$ cat src/rtl/hex_disp_pkg.sv
// hex_disp_pkg: shared FSM state type, glyph table and input word bit positions for the hex display scanner.
package hex_disp_pkg;

    typedef enum logic [1:0] {LOAD, SHOW, BLANK} disp_state_e;

    localparam int RAW_BIT = 7;
    localparam int DP_BIT = 8;

    // Active-high {g,f,e,d,c,b,a}; index 15 is leftmost in the concatenation.
    localparam logic [15:0][6:0] HEX_GLYPH = {
        7'h71, 7'h79, 7'h5E, 7'h39, 7'h7C, 7'h77, 7'h6F, 7'h7F,
        7'h07, 7'h7D, 7'h6D, 7'h66, 7'h4F, 7'h5B, 7'h06, 7'h3F
    };

endpackage

$ cat src/rtl/hex_display_scanner_decoder.sv
// hex7seg_decoder: combinational 4-bit to active-high 7-segment lookup.
module hex7seg_decoder (
    input  logic [3:0] nib,
    output logic [6:0] seg
);
    import hex_disp_pkg::*;

    assign seg = HEX_GLYPH[nib];

endmodule

$ cat src/rtl/hex_display_scanner.sv
// hex_display_scanner: snapshots eight hex registers per frame and scans them onto a shared 7-segment bus.
// Optional leading-zero blanking when HEX_LZ_BLANK_EN is defined.
module hex_display_scanner #(
    parameter int CLK_HZ = 50_000_000,
    parameter int DIGIT_HZ = 8_000,
    parameter int BLANK_CYC = 16,
    parameter int SEG_ACTIVE_LOW = 1
) (
    input  logic        clk_i,
    input  logic        rst_i,
    input  logic        en_i,
    input  logic [31:0] io_hex0_i,
    input  logic [31:0] io_hex1_i,
    input  logic [31:0] io_hex2_i,
    input  logic [31:0] io_hex3_i,
    input  logic [31:0] io_hex4_i,
    input  logic [31:0] io_hex5_i,
    input  logic [31:0] io_hex6_i,
    input  logic [31:0] io_hex7_i,
    output logic [6:0]  seg_o,
    output logic        dp_o,
    output logic [7:0]  an_o,
    output logic        frame_o
);
    import hex_disp_pkg::*;

    localparam int TICK_DIV = CLK_HZ / DIGIT_HZ;
    localparam int MAXC = (TICK_DIV > BLANK_CYC) ? TICK_DIV : BLANK_CYC;
    localparam int CW = $clog2(MAXC);
    localparam logic POL = (SEG_ACTIVE_LOW != 0);

    if (TICK_DIV < 2 || BLANK_CYC < 1) begin : g_param_check
        $error("hex_display_scanner: TICK_DIV must be >= 2 and BLANK_CYC >= 1");
    end

    disp_state_e state, state_n;
    logic [CW-1:0] cnt, cnt_n;
    logic [2:0] digit, digit_n;
    logic [31:0] hex_in [8];
    logic [8:0] shadow [8];
    logic [8:0] cur;
    logic [6:0] glyph, seg_h;
    logic [7:0] an_h, lz_mask;
    logic dp_h, frame_n, load;
    logic unused_hi;

    assign hex_in = '{io_hex0_i, io_hex1_i, io_hex2_i, io_hex3_i,
                      io_hex4_i, io_hex5_i, io_hex6_i, io_hex7_i};
    assign unused_hi = ^{io_hex0_i[31:9], io_hex1_i[31:9], io_hex2_i[31:9], io_hex3_i[31:9],
                         io_hex4_i[31:9], io_hex5_i[31:9], io_hex6_i[31:9], io_hex7_i[31:9]};
    assign cur = shadow[digit];

    hex7seg_decoder u_dec (
        .nib(cur[3:0]),
        .seg(glyph)
    );

`ifdef HEX_LZ_BLANK_EN
    logic [7:0] lz_next;
    logic lz_run;
    // A digit blanks only while every digit to its left is a blanked hex zero.
    always_comb begin
        lz_next = '0;
        lz_run = 1'b1;
        for (int n = 7; n >= 1; n--) begin
            lz_next[n] = lz_run && !hex_in[n][RAW_BIT] && hex_in[n][3:0] == 4'h0;
            lz_run = lz_next[n];
        end
    end
    always_ff @(posedge clk_i or posedge rst_i)
        if (rst_i) lz_mask <= '0;
        else if (load) lz_mask <= lz_next;
`else
    assign lz_mask = '0;
`endif

    always_comb begin
        state_n = state;
        cnt_n = cnt + 1'b1;
        digit_n = digit;
        load = 1'b0;
        frame_n = 1'b0;
        an_h = '0;
        seg_h = '0;
        dp_h = 1'b0;
        if (!en_i) begin
            state_n = LOAD;
            cnt_n = '0;
            digit_n = '0;
        end else begin
            case (state)
                LOAD: begin
                    load = 1'b1;
                    frame_n = 1'b1;
                    cnt_n = '0;
                    digit_n = '0;
                    state_n = SHOW;
                end
                SHOW: begin
                    an_h = lz_mask[digit] ? 8'h00 : 8'h01 << digit;
                    seg_h = lz_mask[digit] ? 7'h00 : (cur[RAW_BIT] ? cur[6:0] : glyph);
                    dp_h = !lz_mask[digit] && cur[DP_BIT];
                    if (cnt == CW'(TICK_DIV - 1)) begin
                        state_n = BLANK;
                        cnt_n = '0;
                    end
                end
                BLANK: begin
                    if (cnt == CW'(BLANK_CYC - 1)) begin
                        cnt_n = '0;
                        state_n = (digit == 3'd7) ? LOAD : SHOW;
                        digit_n = digit + 3'd1;
                    end
                end
                default: state_n = LOAD;
            endcase
        end
    end

    always_ff @(posedge clk_i or posedge rst_i)
        if (rst_i) begin
            state <= LOAD;
            cnt <= '0;
            digit <= '0;
            frame_o <= 1'b0;
            an_o <= {8{POL}};
            seg_o <= {7{POL}};
            dp_o <= POL;
        end else begin
            state <= state_n;
            cnt <= cnt_n;
            digit <= digit_n;
            frame_o <= frame_n;
            an_o <= an_h ^ {8{POL}};
            seg_o <= seg_h ^ {7{POL}};
            dp_o <= dp_h ^ POL;
        end

    always_ff @(posedge clk_i or posedge rst_i)
        if (rst_i) begin
            for (int i = 0; i < 8; i++) shadow[i] <= '0;
        end else if (load) begin
            for (int i = 0; i < 8; i++) shadow[i] <= hex_in[i][8:0];
        end

endmodule

$ cat config.mk
export PLATFORM = sky130hd
export DESIGN_NAME = hex_display_scanner
export DESIGN_NICKNAME = d
export VERILOG_FILES = /design/src/rtl/hex_disp_pkg.sv /design/src/rtl/hex_display_scanner_decoder.sv /design/src/rtl/hex_display_scanner.sv
export SDC_FILE = /design/constraint.sdc
export NUM_CORES = 1
export LEC_CHECK = 0
export ABC_CLOCK_PERIOD_IN_PS = 4750
export BUFFER_PORTS_ARGS = -buffer_cell sky130_fd_sc_hd__buf_2
export CAP_MARGIN = 10
export CORE_MARGIN = 1.5
export CORE_UTILIZATION = 36
export DETAILED_ROUTE_END_ITERATION = 7
export PLACE_DENSITY = 0.67
export SETUP_SLACK_MARGIN = 0.5
export SLEW_MARGIN = 40
export SYNTH_ARGS = -nofsm -noshare
export SYNTH_HDL_FRONTEND = slang
export SYNTH_SLANG_ARGS = --single-unit
$ cat constraint.sdc
create_clock -name clk_i -period 4.75 [get_ports clk_i]
set_input_delay 0.95 -clock clk_i [delete_from_list [all_inputs] [get_ports clk_i]]
set_output_delay 0.95 -clock clk_i [all_outputs]
set_load 0.05 [all_outputs]
[Yosys cells after proc, flatten, opt, wreduce, memory -nomap -nowiden]
Memory sizes are Yosys's and may differ from the RTL's.
Cells that the tools add are included.
Storage, ports and cells
  register bits after elaboration: 107
  bits in read-only memories: 120
  bits of input ports: 259
  output and inout port bits: 17
  word-level logic and storage cells: 68
  memories: 2
Memories
  (no name shown): depth 16, width 7, read ports 1, clocked after Yosys merged registers in 0, write ports 0, RTL line hex_display_scanner_decoder.sv:8  | assign seg = HEX_GLYPH[nib];
  (no name shown): depth 8, width 1, read ports 1, clocked after Yosys merged registers in 0, write ports 0, RTL line hex_display_scanner.sv:102  | dp_h = !lz_mask[digit] && cur[DP_BIT];
Cells by class
  $add $sub $neg: 2
  order comparisons: 3
  equal/unequal tests: 8
  shifts and indexed selects: 1
  mux-type cells: 28
  bitwise gates (word level): 4
  reduce and logical (&&, ||, !) cells: 5
Operator list (number)
  13-bit 2-to-1 mux: 3
  13-bit one-hot mux with 3 select lines: 1
  7-bit 2-to-1 mux: 5
  9-bit binary-select mux with 3-bit select: 1
  8-bit 2-to-1 mux: 3
  9-bit 2-to-1 mux: 2
  13-bit by 1-bit adder with 13-bit output, second input constant: 1
  13-bit == test, second input constant: 1
  13-bit by 4-bit == test with 1-bit output, second input constant: 1
  8-bit inverter: 1
  1-bit by 3-bit left shift with 8-bit output, first input constant: 1
  7-bit inverter: 1
  1-bit 2-to-1 mux: 6
  2-bit 2-to-1 mux: 3
  3-bit 2-to-1 mux: 2
  3-bit inequality test, second input constant: 2
  2-bit one-hot mux with 3 select lines: 1
  3-bit one-hot mux with 2 select lines: 1
  4-bit by 5-bit < comparator with 1-bit output, second input constant: 1
  4-bit greater-or-equal comparator, second input constant: 1
  3-bit by 4-bit < comparator with 1-bit output, second input constant: 1
  3-bit inverter with 4-bit output: 1
  2-bit AND reduction: 2
  3-bit by 1-bit adder with 3-bit output, second input constant: 1
  8 further kinds: 8

[Depth between registers and ports, before layout]
  word-level depth: 11
  mapped depth: 9
  depth with buffers taken out: 8

[Modules after synthesis]
From an unflattened synthesis, not the netlist that was laid out.
Second synthesis, totals
  cell total of the unflattened synthesis: 383
  area total of the unflattened synthesis: 5071.1 um2
Modules (own cells, without submodules)
  hex_display_scanner: instances 1, cells each 350, area each 4783.3 um2, sequential area each 2697.6 um2
  hex7seg_decoder: instances 1, cells each 33, area each 287.8 um2, sequential area each 0.0 um2

[Worst setup path after synthesis]
OpenSTA, ideal clock, no wires.
  kind: register to register
  start: register digit[1]
  end: register seg_o[5]
  setup time: 97 ps
  arrival time: 2413 ps
  data required time: 4653 ps
  setup slack: 2240 ps
  stages on the path, launching flop included: 9
  buffers on the path: 1
  period minus slack after synthesis: 2510 ps
  cell sequence: dfrtp_1 buf_2 mux4_2 mux2i_1 inv_1 ha_1 mux2_2 o211ai_1 nand3_1
Between the ends
  word-level cells in the longest chain between the ends: 11
  elaborated cells between the ends (all ways): 13
  those cells by class: mux: 9; bitwise: 2; memory: 2
Ends and longest elaborated chain
  start: declaration: RTL line hex_display_scanner.sv:38  | logic [2:0] digit, digit_n;
  start signal: assignment: RTL line hex_display_scanner.sv:132  | digit <= digit_n;
  3-bit inverter with 4-bit output (not written as such): RTL line hex_display_scanner.sv:51  | assign cur = shadow[digit];
  9-bit binary-select mux with 3-bit select: RTL line hex_display_scanner.sv:51
  9-bit 2-to-1 mux (not written as such) (2 in a row): RTL line hex_display_scanner.sv:51
  memory read 16 x 7 bit
  7-bit 2-to-1 mux (not written as such): RTL line hex_display_scanner_decoder.sv:8
  7-bit 2-to-1 mux: RTL line hex_display_scanner.sv:101  | seg_h = lz_mask[digit] ? 7'h00 : (cur[RAW_BIT] ? cur[6:0] : glyph);
  7-bit 2-to-1 mux *: RTL line hex_display_scanner.sv:101
  7-bit 2-to-1 mux *: RTL line hex_display_scanner.sv:91  | case (state)
  7-bit 2-to-1 mux *: RTL line hex_display_scanner.sv:86  | if (!en_i) begin
  7-bit inverter (no line) *
  end signal: assignment: RTL line hex_display_scanner.sv:127  | seg_o <= {7{POL}};
  end signal: assignment: RTL line hex_display_scanner.sv:135  | seg_o <= seg_h ^ {7{POL}};
  end: declaration: RTL line hex_display_scanner.sv:20  | output logic [6:0] seg_o,
Every way passes the cells marked *; elsewhere a longest branch is shown, timed or not. The select of a mux whose other input is x is not followed.
A chain may end at the register's enable or synchronous reset.

[Final worst setup path]
  start: register digit[0]
  end: register seg_o[0]
Same word-level chain as after synthesis.

==> summary.txt <==
Drt
  • First drt pass iteration count: 4
  • DR vias: 3195
  • WL final: 10420 um
  • 1st-iter DRT viols: 208
  • Post-route antenna net violation count: 0
  • Residual DRC: 0
  • Post-DR wirelength/cell: 16.20 um
  • Routed vias/inst: 4.969

Cells and area
  • Area growth syn-to-layout: 19.24%
  • Area of the multi-input gates: 2211 um2
  • Layout cell share with drive strength beyond 1: 49.46%
  • Reg area: 2698 um2
  • Fillers: 1259
  • Fin nets: 735
  • Final antenna diode count: 0

STA
  • Worst slew margin: 52.83%
  • Fmax: 342.8 MHz
  • Clock skew: 0.007119 ns
  • RSZ-0062 raised after global routing: no
  • Final setup viols: 0
  • Setup TNS: 0 ns
  • Final Max Slew Viols: 0
  • Worst Tran Pin Value: 0.7075 ns
  • Worst Slack Setup Final: 1.833 ns
  • Final period utilization: 61.42%
  • Clock period minus worst slack: 2.917 ns
  • Final Hold Vio Count: 0

Floorplanning
  • Die W: 121.1 um
  • Initial Util: 37.46%
  • Core area: 13400 um2
  • Die H: 121.1 um
  • # rows: 42
  • I/O pin cnt: 276
  • Full die area: 14660 um2

Placement
  • Pre-CTS setup slack: 1.709 ns
  • GP Congestion: 0.8444
  • I/O Buffers: 91
  • HPWL Detailed: 7612 um

Pwr
  • Total power per unit cell area: 357.2 nW/um2
  • Internal power: 1.602 mW
  • VDD IR max: 0.2442 mV
  • Power share of the clock group: 35.6%
  • Sequential Power Share: 49.7%
  • Net Sw Frac: 25.07%
  • Comb pwr share: 14.7%
  • Static Leak: 2.567 nW
  • Psw: 0.5359 mW

Setup path
  • R2R cell count: 7
  • Reg2Reg Launch Point: digit[0]$_DFFE_PP0P_
  • Worst EP arrival: 3.21 ns
  • Critical path class: flop to flop
  • Slack of the worst reg-to-reg path: 1.83 ns
  • CP Launch Type: flop
  • Crit-path max FO: 7
  • Worst EP required: 5.04 ns
  • R2r endpoint: seg_o[0]$_DFF_PP1_
  • CP Capture Type: flop

Global routing
  • Initial antenna violation count: 0
  • Vias in the first global route: 3348
  • Largest net degree at the start of global routing: 81
  • Total GRT Usage: 15.39%
  • Overall overflow remaining after global route: 0
  • First-pass GRT wire length: 17060 um

Hold path
  • HP Start: cnt[0]$_DFF_PP0_
  • Worst hold path class: flop to flop
  • Hold endpoint: cnt[0]$_DFF_PP0_
  • Hold depth: 1

Clock tree
  • CTS Hold Bufs: 0
  • Clock Latency Late Sink: 0.35 ns
  • Resized Gates After CTS: 0
  • TritonCTS Sinks: 107
  • Max clock buf depth: 2
  • Reg clk slew, reported paths: 0.07 ns
  • Root buf cell: clkbuf_16
  • TritonCTS clock tree: yes
  • # Post-CTS Setup Buffers: 0
  • Inserted Clock Buffers: 9
  • H-tree level count: 3

Yosys
  • Synth top area share: 45.36%
  • Ys flop type: dfrtp_1
  • Yosys warnings: 0
  • Synthesized cell area: 5020 um2
  • Sequential-to-total area share from yosys stat: 53.74%
  • Syn nets: 646
  • FF+latch count, synth: 107
  • Largest cells by area after synthesis: dfrtp_1 45%, mux2_2 17%, dfstp_2 8.4%, mux4_2 8.1%, ha_1 3.5%
  • Post-synth EDFFs: 0
  • Post-Syn Area per Cell: 13.46 um2
  • Post-synthesis instance total: 373
  • Post-synth ARST share: 100.0%
  • Count of cell types in the netlist: 46
  • Area leader, netlist: dfrtp_1

Run
  • Max Cap Viol: 0

Status
  • Status: completed
logic make-up (layout without fill, tap and decap cells):
logic type,Yosys count,after routing,synth area share (%)
xor gates and xnor gates,11,11,1.919
buffers and inverters,30,124,2.467
DFF,107,107,53.74
and+or+nand+nor,86,86,8.600
AOI/OAI and AO/OA,24,24,3.290
muxes,101,101,26.50
adders and majority gates,14,14,3.490
cell usage in the layout (no fill, tap or decap), types with 4 or more instances in the layout:
cell type and count:
and3_1 5, ha_1 14, mux4_2 18, mux2i_1 6, inv_1 7, nand3_1 12, clkbuf_16 9, nor3_1 4
a21boi_0 4, dfstp_2 16, nor2_1 16, o21ai_0 7, buf_4 8, dfrtp_1 91, nand2_1 26, xor2_1 7
xnor2_1 4, buf_2 91, mux2_2 75
how the worst max path moves through the flow:
| stage | from | endpoint | cells past startpoint |
|---|---|---|---|
| final | digit[0]$_DFFE_PP0P_ | seg_o[0]$_DFF_PP1_ | 7 |
| after global routing | digit[0]$_DFFE_PP0P_ | seg_o[5]$_DFF_PP1_ | 8 |
| after CTS | digit[1]$_DFFE_PP0P_ | seg_o[5]$_DFF_PP1_ | 7 |
| after detailed placement | digit[0]$_DFFE_PP0P_ | seg_o[5]$_DFF_PP1_ | 8 |
| after global placement | digit[1]$_DFFE_PP0P_ | seg_o[5]$_DFF_PP1_ | 7 |
| after floorplan | rst_i | cnt[0]$_DFF_PP0_ | 1 |
area by class of cell:
cell class / instances / area share [%]
flip-flops and latches: 107 / 45.07
multi-input cells: 236 / 36.94
repair buffers: 99 / 8.612
clock buffers: 10 / 3.992
well taps: 176 / 3.679
clock inverters: 6 / 1.066
inverters: 9 / 0.6480
Yosys cell counts (all sizes together), types with 2 or more instances:
library cell,count
clkbuf,15
nor3,4
dfrtp,91
buf,6
nand3,12
or4,3
nor2,16
nand2,26
a21boi,4
and2,7
o21ai,8
mux2i,8
xor2,7
o21a,2
ha,14
nand4,2
inv,8
xnor2,4
o211ai,2
nor3b,2
nor2b,2
and3,5
dfstp,16
mux4,18
mux2,75
worst max-delay path: stages, from the launching register on:
cell and delay (ns):
dfrtp_1 0.52, buf_4 0.26, clkinv_1 0.31, mux2i_1 0.62
ha_1 0.37, inv_1 0.09, or4b_1 0.54, nand4_1 0.14
per-stage QoR:
step                      std cells  power [mW]  hold slack, ns  util, %  area, um2
after floorplan                 373       1.301          0.4488        -       5020
after global placement          627       1.382          0.4711    42.33       5673
after detailed placement        627       1.399          0.4857    42.38       5679
after CTS                       643       2.168          0.4957    44.64       5982
after global routing            643       2.239          0.5148    44.67       5986
final                           643       2.138          0.4955    44.67       5986
power by group through the flow:
stage                     combinational (mW)  sequential (mW)  clock [mW]
after floorplan                        0.213             1.09           0
after global placement                 0.307             1.07           0
after detailed placement               0.317             1.08           0
after CTS                              0.319             1.06       0.785
after global routing                   0.344             1.08       0.819
final                                  0.314             1.06       0.761
state kept, by name, summed over array words and instances, names as in the netlist:
| signal | count |
|---|---|
| digit | 3 |
| state | 2 |
| an_o | 8 |
| dp_o | 1 |
| cnt | 13 |
| shadow | 72 |
| seg_o | 7 |
| frame_o | 1 |
layer usage:
| metal | vias to the layer above | global-route usage [%] | routed length (um) |
|---|---|---|---|
| met2 | 75 | 24.96 | 5152 |
| met4 | 0 | 6.029 | 253 |
| li1 | 1513 | - | - |
| met3 | 16 | 4.182 | 470 |
| met1 | 1591 | 19.64 | 4540 |
| met5 | - | 0 | 0 |
(Power assumes the default switching activity.)
